[src/rtl/mem_port_arbiter.sv]
// Shares one single-port, variable-latency memory between instruction fetch and data ports.
// Define MEM_ARB_RR_EN for a round-robin tie-break; otherwise data wins over fetch.
module mem_port_arbiter #(
  parameter int AW      = 32,
  parameter int DW      = 32,
  parameter int TIMEOUT = 255
) (
  input  logic          clk,
  input  logic          RESET,
  input  logic          i_req,
  input  logic [AW-1:0] i_addr,
  output logic [DW-1:0] i_rdata,
  output logic          i_done,
  output logic          i_err,
  input  logic          d_req,
  input  logic          d_we,
  input  logic [AW-1:0] d_addr,
  input  logic [DW-1:0] d_wdata,
  output logic [DW-1:0] d_rdata,
  output logic          d_done,
  output logic          d_err,
  output logic          mem_req,
  output logic          mem_we,
  output logic [AW-1:0] mem_addr,
  output logic [DW-1:0] mem_wdata,
  input  logic [DW-1:0] mem_rdata,
  input  logic          mem_ack,
  output logic          busy
);

  localparam int CW = $clog2(TIMEOUT + 1);

  typedef enum logic [1:0] {ST_IDLE, ST_ACCESS, ST_RESP} state_e;

  state_e        state_q, state_d;
  logic          owner_data_q, owner_data_d;
  logic [CW-1:0] cnt_q, cnt_d, cnt_inc;
  logic          mem_req_q, mem_req_d;
  logic          mem_we_q, mem_we_d;
  logic [AW-1:0] mem_addr_q, mem_addr_d;
  logic [DW-1:0] mem_wdata_q, mem_wdata_d;
  logic [DW-1:0] i_rdata_q, i_rdata_d;
  logic [DW-1:0] d_rdata_q, d_rdata_d;
  logic          i_done_q, i_done_d, i_err_q, i_err_d;
  logic          d_done_q, d_done_d, d_err_q, d_err_d;
  logic          busy_q, busy_d;
  logic          grant_data;

`ifdef MEM_ARB_RR_EN
  logic          prefer_data_q, prefer_data_d;
  // On a tie the port that did not win the previous grant goes next.
  assign grant_data = d_req & (~i_req | prefer_data_q);
`else
  assign grant_data = d_req;
`endif

  assign cnt_inc = cnt_q + CW'(1);

  always_comb begin
    state_d      = state_q;
    owner_data_d = owner_data_q;
    cnt_d        = cnt_q;
    mem_req_d    = mem_req_q;
    mem_we_d     = mem_we_q;
    mem_addr_d   = mem_addr_q;
    mem_wdata_d  = mem_wdata_q;
    i_rdata_d    = i_rdata_q;
    d_rdata_d    = d_rdata_q;
    i_done_d     = 1'b0;
    i_err_d      = 1'b0;
    d_done_d     = 1'b0;
    d_err_d      = 1'b0;
`ifdef MEM_ARB_RR_EN
    prefer_data_d = prefer_data_q;
`endif
    case (state_q)
      ST_IDLE: begin
        if (i_req | d_req) begin
          state_d      = ST_ACCESS;
          owner_data_d = grant_data;
          cnt_d        = '0;
          mem_req_d    = 1'b1;
          mem_we_d     = grant_data & d_we;
          mem_addr_d   = grant_data ? d_addr : i_addr;
          if (grant_data) mem_wdata_d = d_wdata;
`ifdef MEM_ARB_RR_EN
          prefer_data_d = ~grant_data;
`endif
        end
      end
      ST_ACCESS: begin
        if (mem_ack) begin
          state_d   = ST_RESP;
          mem_req_d = 1'b0;
          mem_we_d  = 1'b0;
          i_done_d  = ~owner_data_q;
          d_done_d  = owner_data_q;
          if (!mem_we_q) begin
            if (owner_data_q) d_rdata_d = mem_rdata;
            else              i_rdata_d = mem_rdata;
          end
        end else begin
          cnt_d = cnt_inc;
          // An ack in the last counted cycle is taken above, so abort only without one.
          if (cnt_inc == CW'(TIMEOUT)) begin
            state_d   = ST_RESP;
            mem_req_d = 1'b0;
            mem_we_d  = 1'b0;
            i_done_d  = ~owner_data_q;
            i_err_d   = ~owner_data_q;
            d_done_d  = owner_data_q;
            d_err_d   = owner_data_q;
            if (!mem_we_q) begin
              if (owner_data_q) d_rdata_d = '0;
              else              i_rdata_d = '0;
            end
          end
        end
      end
      ST_RESP: state_d = ST_IDLE;
      default: state_d = ST_IDLE;
    endcase
    busy_d = (state_d != ST_IDLE);
  end

  always_ff @(posedge clk) begin
    if (RESET) begin
      state_q      <= ST_IDLE;
      owner_data_q <= 1'b0;
      cnt_q        <= '0;
      mem_req_q    <= 1'b0;
      mem_we_q     <= 1'b0;
      mem_addr_q   <= '0;
      mem_wdata_q  <= '0;
      i_rdata_q    <= '0;
      d_rdata_q    <= '0;
      i_done_q     <= 1'b0;
      i_err_q      <= 1'b0;
      d_done_q     <= 1'b0;
      d_err_q      <= 1'b0;
      busy_q       <= 1'b0;
`ifdef MEM_ARB_RR_EN
      prefer_data_q <= 1'b1;
`endif
    end else begin
      state_q      <= state_d;
      owner_data_q <= owner_data_d;
      cnt_q        <= cnt_d;
      mem_req_q    <= mem_req_d;
      mem_we_q     <= mem_we_d;
      mem_addr_q   <= mem_addr_d;
      mem_wdata_q  <= mem_wdata_d;
      i_rdata_q    <= i_rdata_d;
      d_rdata_q    <= d_rdata_d;
      i_done_q     <= i_done_d;
      i_err_q      <= i_err_d;
      d_done_q     <= d_done_d;
      d_err_q      <= d_err_d;
      busy_q       <= busy_d;
`ifdef MEM_ARB_RR_EN
      prefer_data_q <= prefer_data_d;
`endif
    end
  end

  assign mem_req   = mem_req_q;
  assign mem_we    = mem_we_q;
  assign mem_addr  = mem_addr_q;
  assign mem_wdata = mem_wdata_q;
  assign i_rdata   = i_rdata_q;
  assign d_rdata   = d_rdata_q;
  assign i_done    = i_done_q;
  assign i_err     = i_err_q;
  assign d_done    = d_done_q;
  assign d_err     = d_err_q;
  assign busy      = busy_q;

endmodule

[config.mk]
export PLATFORM = sky130hd
export DESIGN_NAME = mem_port_arbiter
export DESIGN_NICKNAME = d
export VERILOG_FILES = /design/src/rtl/mem_port_arbiter.sv
export SDC_FILE = /design/constraint.sdc
export NUM_CORES = 1
export LEC_CHECK = 0
export BUFFER_PORTS_ARGS = -buffer_cell sky130_fd_sc_hd__buf_4
export CAP_MARGIN = 10
export CELL_PAD_IN_SITES_DETAIL_PLACEMENT = 1
export CELL_PAD_IN_SITES_GLOBAL_PLACEMENT = 1
export CORE_MARGIN = 2
export CORE_UTILIZATION = 34
export DETAILED_ROUTE_END_ITERATION = 6
export PLACE_DENSITY = 0.82
export SLEW_MARGIN = 10
export SYNTH_ARGS = -nofsm -noshare
export SYNTH_HDL_FRONTEND = slang
export SYNTH_SLANG_ARGS = --single-unit
[constraint.sdc]
create_clock -name clk -period 2.3 [get_ports clk]
set_input_delay 0.23 -clock clk [delete_from_list [all_inputs] [get_ports clk]]
set_output_delay 0.23 -clock clk [all_outputs]
set_load 0.01 [all_outputs]
==> results.py <==
metrics = {
    "hold_path": {
        "worstHoldStart": "d_wdata[3]",
        "whs_path_depth": 3,
        "hp-class": "in2reg",
        "hold-path-endpoint": "mem_wdata[3]",
    },
    "critical_path": {
        "crit_required_ns": 2.61,
        "rr_startpoint": "cnt_q[0]",
        "crit_chain": "ha_1 > nand3_1 > xor2_1 > a211o_2 > buf_12 > o21ai_0 > a31oi_1",
        "path_max_fanout": 49,
        "max_stage_delay_ns": 0.42,
        "r2r_cells": 7,
        "cp.buffers_inverters": 1,
        "r2r_slack_ns": 0.18,
        "regToRegEndpoint": "d_rdata[7]",
        "critPathArrivalTime_ns": 2.42,
        "worstSetupStartpointType": "register",
        "cp_slowest_cell": "dfxtp_1",
        "critical_path_class": "reg2reg",
        "crit_family": "compound AO/OA/AOI/OAI gates",
        "cp-end-kind": "register",
    },
    "final_layout": {
        "num-nets-final": 1183,
        "fill_cells": 2277,
        "area_growth_pct": 43.5,
        "layout-drive-gt1-share": 0.310,
    },
    "synth": {
        "synth.avg_cell_area_sq_um": 7.91,
        "yosys_warnings": 0,
        "synth_top_area_cell": "dfxtp_1",
        "synthMuxAreaShare": 0.0495,
        "synth_top_family_by_area": "simple AND/OR/NAND/NOR gates",
        "syn_area_sq_um": 6480,
        "async_flop_share": 0,
        "synth_xor_area_frac": 0.00270,
        "synth_seq_cells": 146,
        "synth-compound-area-share": 0.201,
        "synth_ff_type": "dfxtp_1",
        "synth-simple-area-share": 0.243,
        "synth_top_area_frac": 0.451,
        "synth_edf_count": 0,
        "synth.distinct_cells": 36,
        "synth_nets": 955,
        "synth_fa_ha_area_frac": 0.00386,
        "seq_area_frac_synth": 0.451,
        "synthCells": 819,
        "synthTopCellsByArea": "dfxtp_1 (45%), nand2_1 (7.8%), a31oi_1 (6.3%)",
    },
    "status": {
        "status": "finished clean",
    },
    "clock_network": {
        "numCtsBuffers": 17,
        "ctsRootBufferMaster": "clkbuf_16",
        "clkLatencyLatePin_ns": 0.43,
        "cts_tree": "built",
        "clk_pin_slew_ns": 0.07,
        "clock_sinks": 146,
        "clk_path_buf_depth": 2,
        "postCtsHoldBufs": 0,
        "htreeDepth": 4,
        "cts_resized": 0,
        "cts_setup_buffers": 0,
    },
    "global_routing": {
        "grt_pass1_vias": 6766,
        "grt_max_degree": 129,
        "overflow": 0,
        "grt_usage": 0.229,
        "grt_pass1_wl_mm": 36.4,
        "antenna_found_initial": 1,
    },
    "route": {
        "ant_nets": 0,
        "drcViolationCount": 0,
        "routed_wl_mm": 23.5,
        "viasPerCell": 5.20,
        "drt_iter0_drc": 247,
        "wl_per_cell_um": 18.2,
        "num_vias": 6731,
        "first_pass_iters": 5,
    },
    "sta": {
        "rsz0062_at_grt": "no",
        "maxSlewViolCount": 0,
        "slew_headroom": 0.571,
        "tightest_slew_ns": 0.644,
        "worst_clock_skew_ns": 0.0127,
        "finalCritPeriodShare": 0.920,
        "setup_violations": 0,
        "fin_tns_setup_ns": 0,
        "fin_crit_ns": 2.12,
        "fin_ws_ns": 0.183,
        "clock.fmax_mhz": 472,
        "hold_viol": 0,
    },
    "die": {
        "initial_utilization": 0.346,
        "io_pins": 269,
        "core-area_sq_um": 18700,
        "die_y_um": 142,
        "dieArea_sq_um": 20200,
        "chipWidth_um": 142,
        "fp-row-count": 50,
    },
    "place": {
        "globalplace.congestion": 0.778,
        "io_buffers": 268,
        "dp_hpwl_mm": 16.4,
        "place_ws_ns": 0.198,
    },
    "power_and_ir_drop": {
        "ir_worst_vdd_mv": 0.518,
        "cellLeakagePower_nw": 3.86,
        "pwr_density_cell_nw_per_um2": 730,
    },
    "flow_run": {
        "drv_cap": 0,
    },
}
power by group:
group | switching, W | leakage, nW | internal [W]
combinational | 0.000621 | 2.37 | 0.000562
sequential | 0.000110 | 1.19 | 0.00270
clock | 0.00125 | 0.286 | 0.00154
worst max path at each step:
stage               startpoint  slack (ns)           to  depth (start not counted)
floorplan             cnt_q[0]        0.38  i_rdata[22]                          8
global placement      cnt_q[0]        0.33  d_rdata[29]                          7
detailed placement    cnt_q[0]        0.20  d_rdata[24]                          7
CTS                   cnt_q[0]        0.18  d_rdata[24]                          7
global route          cnt_q[0]        0.04  i_rdata[12]                          7
finish                cnt_q[0]        0.18   d_rdata[7]                          7
kinds of logic after synthesis:
logic type / Yosys count
buf+inv: 82
simple gates: 333
compound gates: 222
fa+ha+maj: 2
xor+xnor: 2
mux: 32
flops: 146
cell usage in the layout (no fill, tap or decap), drive strengths merged, types with 2 or more instances in the layout:
cell / Yosys / final
a31oi: 65 / 65
or2: 2 / 2
xor2: 2 / 2
o21ai: 72 / 72
a21oi: 44 / 44
and2: 4 / 4
a311oi: 2 / 2
nor2b: 64 / 64
nand3: 69 / 69
nand2: 135 / 135
clkbuf: 74 / 17
buf: 5 / 288
inv: 3 / 14
a211oi: 34 / 34
nor2: 48 / 48
dfxtp: 146 / 146
ha: 2 / 2
mux2i: 32 / 32
or3: 3 / 3
clkinv: 0 / 2
sequential cells by signal (all words and copies together) (netlist names):
name          count
i_done            1
mem_we            1
d_rdata          32
mem_addr         32
mem_req           1
i_err             1
state_q           2
i_rdata          32
d_done            1
d_err             1
busy              1
cnt_q             8
owner_data_q      1
mem_wdata        32
layout make-up:
class / instances / area [sq um] / share of cell area
well taps: 234 / 293 / 0.0315
clock buffers: 17 / 425 / 0.0458
inverters: 3 / 11.3 / 0.00121
diodes: 1 / 2.50 / 0.000269
clock inverters: 15 / 159 / 0.0171
multi-input cells: 591 / 3250 / 0.349
flip-flops and latches: 146 / 2920 / 0.314
repair buffers: 288 / 2240 / 0.241
tightest hold or removal path, stage by stage:
cell and delay, ns:
buf_4 0.11, nand2_1 0.04, a21oi_1 0.05
synth_stat cells (2+ instances only):
library cell,count
a211oi_1,34
a21oi_1,44
a311oi_1,2
a31oi_1,65
and2_1,4
buf_1,3
clkbuf_1,74
dfxtp_1,146
ha_1,2
inv_1,3
mux2i_1,32
nand2_1,135
nand3_1,68
nor2_1,48
nor2b_1,64
o21ai_0,72
or3_1,3
xor2_1,2
per-layer routing:
layer  vias up  global-route usage  share of wire
met2       213               0.387           0.48
met5         -                   0              0
met3        24              0.0734          0.080
li1       3308                   -              -
met4         0              0.0721          0.016
met1      3186               0.277           0.42
through the flow:
step           hold slack [ns]   util  std cells  power, W  instance area [sq um]
4_1_cts                 0.0268  0.497       1294   0.00688                   9290
6_report                0.0516  0.497       1295   0.00678                   9300
3_3_place_gp             0.443  0.466       1262   0.00403                   8710
2_1_floorplan            0.366      -        819   0.00341                   6480
3_5_place_dp             0.449  0.466       1262   0.00406                   8710
5_1_grt                 0.0405  0.497       1294   0.00710                   9290
Power figures use the tool's default switching activity.
